[config.mk]
export PLATFORM = sky130hd
export DESIGN_NAME = int_regfile_sb
export DESIGN_NICKNAME = d
export VERILOG_FILES = /design/src/rtl/int_regfile_sb.sv
export SDC_FILE = /design/constraint.sdc
export NUM_CORES = 2
export LEC_CHECK = 0
export CAP_MARGIN = 20
export CORE_MARGIN = 5
export CORE_UTILIZATION = 55
export CTS_CLUSTER_SIZE = 30
export DETAILED_ROUTE_END_ITERATION = 6
export PLACE_DENSITY = 0.72
export RECOVER_POWER = 25
export SYNTH_ARGS = -nofsm -noshare
export SYNTH_HDL_FRONTEND = slang
export SYNTH_SLANG_ARGS = --single-unit
[constraint.sdc]
create_clock -name clk_i -period 8 [get_ports clk_i]
set_input_delay 0.8 -clock clk_i [delete_from_list [all_inputs] [get_ports clk_i]]
set_output_delay 0.8 -clock clk_i [all_outputs]
set_load 0.05 [all_outputs]
[src/rtl/int_regfile_sb.sv]
// Integer register file with two read ports, two write ports and a busy scoreboard.
//
// Sits between decode/issue and writeback. Reads are combinational with write-first
// bypass from both write ports (wr1 has priority over wr0). Each register carries a
// busy bit: set when a producer is issued to it, cleared by writeback or flush.
// Issue logic must stall while rd_busy_* is set for any source or destination.
//
// Ports:
//   clk_i          clock, all state updates on the rising edge
//   rst_ni         asynchronous active-low reset
//   rd_addr_a_i/b  read addresses
//   rd_data_a_o/b  read data (combinational, bypassed)
//   rd_busy_a_o/b  register has a pending producer not being written back this cycle
//   wr0_*_i        write port 0 (ALU writeback)
//   wr1_*_i        write port 1 (long-latency/memory writeback), wins over wr0
//   issue_en_i     mark issue_addr_i busy
//   issue_addr_i   destination register of the issued instruction
//   flush_i        clear all busy bits, except a same-cycle issue
//   busy_count_o   registered number of busy registers
module int_regfile_sb #(
    parameter int unsigned DATA_W   = 32,
    parameter int unsigned ADDR_W   = 5,
    parameter int unsigned ZERO_REG = 1
) (
    input  logic              clk_i,
    input  logic              rst_ni,

    input  logic [ADDR_W-1:0] rd_addr_a_i,
    input  logic [ADDR_W-1:0] rd_addr_b_i,
    output logic [DATA_W-1:0] rd_data_a_o,
    output logic [DATA_W-1:0] rd_data_b_o,
    output logic              rd_busy_a_o,
    output logic              rd_busy_b_o,

    input  logic              wr0_en_i,
    input  logic [ADDR_W-1:0] wr0_addr_i,
    input  logic [DATA_W-1:0] wr0_data_i,
    input  logic              wr1_en_i,
    input  logic [ADDR_W-1:0] wr1_addr_i,
    input  logic [DATA_W-1:0] wr1_data_i,

    input  logic              issue_en_i,
    input  logic [ADDR_W-1:0] issue_addr_i,
    input  logic              flush_i,
    output logic [ADDR_W:0]   busy_count_o
);

    localparam int unsigned NREGS = 1 << ADDR_W;
    localparam bit          HasZero = (ZERO_REG != 0);

    // Storage and scoreboard state.
    logic [DATA_W-1:0] regs_q [NREGS];
    logic [DATA_W-1:0] regs_d [NREGS];
    logic [NREGS-1:0]  busy_q, busy_d;
    logic [ADDR_W:0]   busy_count_q, busy_count_d;

    // Qualified enables: with a hardwired zero register, anything aimed at r0 is dropped.
    logic wr0_ok, wr1_ok, issue_ok;

    always_comb begin
        wr0_ok   = wr0_en_i;
        wr1_ok   = wr1_en_i;
        issue_ok = issue_en_i;
        if (HasZero) begin
            if (wr0_addr_i == '0)   wr0_ok   = 1'b0;
            if (wr1_addr_i == '0)   wr1_ok   = 1'b0;
            if (issue_addr_i == '0) issue_ok = 1'b0;
        end
    end

    // ------------------------------------------------------------------
    // Next-state: register contents, busy bits and their popcount
    // ------------------------------------------------------------------
    always_comb begin
        for (int r = 0; r < NREGS; r++) begin
            regs_d[r] = regs_q[r];
            // wr1 applied last so it wins a same-address collision.
            if (wr0_ok && (wr0_addr_i == ADDR_W'(r))) regs_d[r] = wr0_data_i;
            if (wr1_ok && (wr1_addr_i == ADDR_W'(r))) regs_d[r] = wr1_data_i;
        end
    end

    always_comb begin
        busy_d       = busy_q;
        busy_count_d = '0;
        for (int r = 0; r < NREGS; r++) begin
            // A new producer outranks both flush and writeback of the old one.
            if (issue_ok && (issue_addr_i == ADDR_W'(r))) begin
                busy_d[r] = 1'b1;
            end else if (flush_i) begin
                busy_d[r] = 1'b0;
            end else if ((wr0_ok && (wr0_addr_i == ADDR_W'(r))) ||
                         (wr1_ok && (wr1_addr_i == ADDR_W'(r)))) begin
                busy_d[r] = 1'b0;
            end
            busy_count_d = busy_count_d + (ADDR_W + 1)'(busy_d[r]);
        end
    end

    // ------------------------------------------------------------------
    // State
    // ------------------------------------------------------------------
    always_ff @(posedge clk_i or negedge rst_ni) begin
        if (!rst_ni) begin
            for (int r = 0; r < NREGS; r++) begin
                regs_q[r] <= '0;
            end
            busy_q       <= '0;
            busy_count_q <= '0;
        end else begin
            for (int r = 0; r < NREGS; r++) begin
                regs_q[r] <= regs_d[r];
            end
            busy_q       <= busy_d;
            busy_count_q <= busy_count_d;
        end
    end

    assign busy_count_o = busy_count_q;

    // ------------------------------------------------------------------
    // Read ports
    // ------------------------------------------------------------------
    logic [ADDR_W-1:0] rd_addr [2];
    logic [DATA_W-1:0] rd_data [2];
    logic              rd_busy [2];
    logic              hit0    [2];
    logic              hit1    [2];

    assign rd_addr[0] = rd_addr_a_i;
    assign rd_addr[1] = rd_addr_b_i;

    always_comb begin
        for (int p = 0; p < 2; p++) begin
            hit0[p] = wr0_ok && (wr0_addr_i == rd_addr[p]);
            hit1[p] = wr1_ok && (wr1_addr_i == rd_addr[p]);

            if (hit1[p]) begin
                rd_data[p] = wr1_data_i;
            end else if (hit0[p]) begin
                rd_data[p] = wr0_data_i;
            end else begin
                rd_data[p] = regs_q[rd_addr[p]];
            end

            // A same-cycle writeback clears the hazard together with the bypassed data;
            // a same-cycle issue or flush is only seen after the edge.
            rd_busy[p] = busy_q[rd_addr[p]] && !(hit0[p] || hit1[p]);

            if (HasZero && (rd_addr[p] == '0)) begin
                rd_data[p] = '0;
                rd_busy[p] = 1'b0;
            end

            // Bypass is combinational, so mask it explicitly while reset is held.
            if (!rst_ni) begin
                rd_data[p] = '0;
                rd_busy[p] = 1'b0;
            end
        end
    end

    assign rd_data_a_o = rd_data[0];
    assign rd_data_b_o = rd_data[1];
    assign rd_busy_a_o = rd_busy[0];
    assign rd_busy_b_o = rd_busy[1];

endmodule

==> results.md <==
- Outcome: finished, violations left
- Failing checks: design-rule violations, max-capacitance violations, max-slew violations
- Leak Pwr: 30.7 nW
- Placed cells: 7972
- Synthesized instance count: 6835
- Synth Area in Adders: 0.00833
- Die ar.: 131000 um2
- Post-synthesis mux area share: 0.299
- Simple-gate portion of the synthesized area: 0.107
- CP required: 8640 ps
- #FFs+latches synth: 1062
- Final Power: 18.5 mW
- Reg2reg setup slack: 2550 ps
- Avg WL per Cell: 33.6 um
- Die height: 362 um
- Highest Clock Rate: 138 MHz
- Yosys top cell area share: 0.390
- Max Cap Viol: 16
- Final Core Density: 0.602
- Largest net degree at the start of global routing: 153
- Xor/xnor share of the synthesized area: 0.00295
- Post-synthesis cell area: 68200 um2
- Peak VDD IR: 0.000204 V
- Clock skew: 9.02 ps
- Fin crit share: 0.905
- Number of setup violations in the final report: 0
- Combined area of the multi-input logic cells: 38200 um2
- Final Critical Period: 7240 ps
- 1st-iter DRT viols: 9858
- Clock Path Buffers: 3
- Final std cell area, no fill: 74300 um2
- Site Rows: 129
- CTS Buf Count: 116
- Setup TNS: 0 ps
- Setup ws final: 756 ps
- ANT nets after route: 0
- Number of remaining DRC errors: 11
- Clock Sinks: 1062
- Non-Filler Instances: 8212
- Synth Area per Inst: 9.98 um2
- TritonCTS clock tree: done
- Vias in the first global route: 58327
- GRT Util Overall: 0.412
- Critical path capture point type: flip-flop
- Fillers: 10083
- Setup Crit Path Kind: in -> reg
- Netlist cell types: 63
- Startpoint Class: input pin
- Area fraction in compound gates after synthesis: 0.135
- Top post-synthesis cells by area: dfrtp_1 39%, mux4_2 18%, mux2i_1 11%, a21oi_1 9.1%, nor2_1 6.4%
- Crit-path max FO: 20
- Top Ports: 167
- 1st-pass router iterations: 7
- Die Wd: 362 um
- Worst skew pair latency: 720 ps
- Global-route wire length before repair: 397 mm
- Vias per Instance: 7.32
- Seq/Total Area, Yosys: 0.390
- Worst Hold Class: reg -> reg
- Warnings from Yosys: 0
- Syn nets: 6961
- Vias post-DR: 60078
- Placeable Area: 123000 um2
- Top-count cell post-synth: a21oi_1
- RD Place Congestion: 0.949
- Arrival time at the worst endpoint: 7890 ps
- Final Hold Fails: 0
- Cts repair resizes: 0
- Synth-to-layout area growth: 8.93%
- Starting Density: 0.552
- Share of cells above drive strength 1: 0.161
- Place WS: 669 ps
- # H-tree levels: 3
- Routed wire length: 276 mm
- Main flop type after synthesis: dfrtp_1
- Synth cell count leaders: 1235 x a21oi_1, 1159 x nor2_1, 1062 x dfrtp_1
- Clock transition at the registers of the reported paths: 60 ps
- Ys async rst share: 1.00
- Placed instance area: 70500 um2
- # nets final: 6584
- Max-slew headroom: -2.56
- Port buffer count: 166
- Register area: 26600 um2
- Initial antenna violation count: 14
- RSZ-0062 raised after global routing: no
- Post-synth EDFFs: 0
- Post-synth top area cell: dfrtp_1
- PD cells: 248 nW/um2
- Worst hold slack: 397 ps
- Grt ovf: 0
- Post-detail-place hpwl: 149 mm
- Largest family of logic cells by synthesized area: multiplexers
- Root Driver: clkbuf_16
- Least-Margin Pin Slew: 5340 ps
- Slew Viols, Final: 676
## metal layers
layer  GRT usage  vias to the layer above  share of wire
met1       0.532                    29211           0.34
met5           0                        -        0.00050
li1            -                    23959              -
met3       0.163                     1469           0.16
met2       0.571                     5433           0.41
met4       0.287                        6          0.088
## layout make-up
class,count,area share
diodes,24,0.000808
clock buffers,168,0.0455
clock inverters,43,0.00604
inverters,88,0.00445
multi-input cells,4822,0.514
flip-flops and latches,1062,0.358
well taps,1637,0.0276
repair buffers,368,0.0444
## flip-flops by register name (all words and copies together) (netlist names)
register	count
busy_count_o	6
regs_q	1024
busy_q	32
## what timing repair did
item | CTS | global route
setup endpoints to repair | 0 | 0
setup buffers | 0 | 0
hold buffers | 1 | 0
hold endpoints to repair | 31 | 0
## worst max-delay path: stages
cell,delay [ps]
dlygate4sd3_1,650
nand2_1,500
nor2_1,220
nand2_1,940
nand2_1,190
o21a_1,190
fa_1,540
inv_1,50
fa_1,480
inv_1,60
fa_1,570
fa_1,450
fa_1,490
fa_1,490
inv_1,50
ha_1,230
fa_1,460
a21o_1,200
a21oi_1,180
xnor2_1,140
## where the power goes
part | internal (mW) | leakage, nW | total (mW) | switching, mW
Sequential | 6.76 | 12.7 | 7.88 | 1.12
Combinational | 2.54 | 16.2 | 5.03 | 2.50
Clock | 3.14 | 1.90 | 5.54 | 2.40
Total | 12.4 | 30.7 | 18.5 | 6.02
## layout by cell type (no fill, tap or decap), types with 29 or more instances in the layout
master	instances
a21oi_1	1235
a221oi_1	31
a32oi_1	32
buf_4	175
clkbuf_1	41
clkbuf_16	116
clkdlybuf4s50_1	149
clkinv_2	29
dfrtp_1	1062
inv_1	87
mux2_1	33
mux2_2	33
mux2i_1	745
mux4_2	543
nand2_1	237
nand2b_1	32
nand3_1	105
nor2_1	1150
nor3_1	98
nor4_1	31
o21ai_0	64
o21ai_1	136
o221ai_1	45
o32ai_2	29
## logic make-up after synthesis
| group | count (synthesis) |
|---|---|
| AOI/OAI and AO/OA | 1654 |
| xor gates and xnor gates | 23 |
| adders and majority gates | 31 |
| buffers and inverters | 951 |
| DFF | 1062 |
| muxes | 1354 |
| and+or+nand+nor | 1760 |
## path summary, 6_finish.rpt
kind	to	start	cells past startpoint
worst max-delay path	busy_count_o[4]	wr1_addr_i[1]	20
worst min-delay path	regs_q[1008]	regs_q[1008]	0
worst max register to register	busy_count_o[4]	busy_q[27]	17
worst min register to register	regs_q[1008]	regs_q[1008]	0
max in group asynchronous	regs_q[12]	rst_ni	7
min in group asynchronous	regs_q[327]	rst_ni	2
Note: power is estimated with default switching activity, not from simulation.
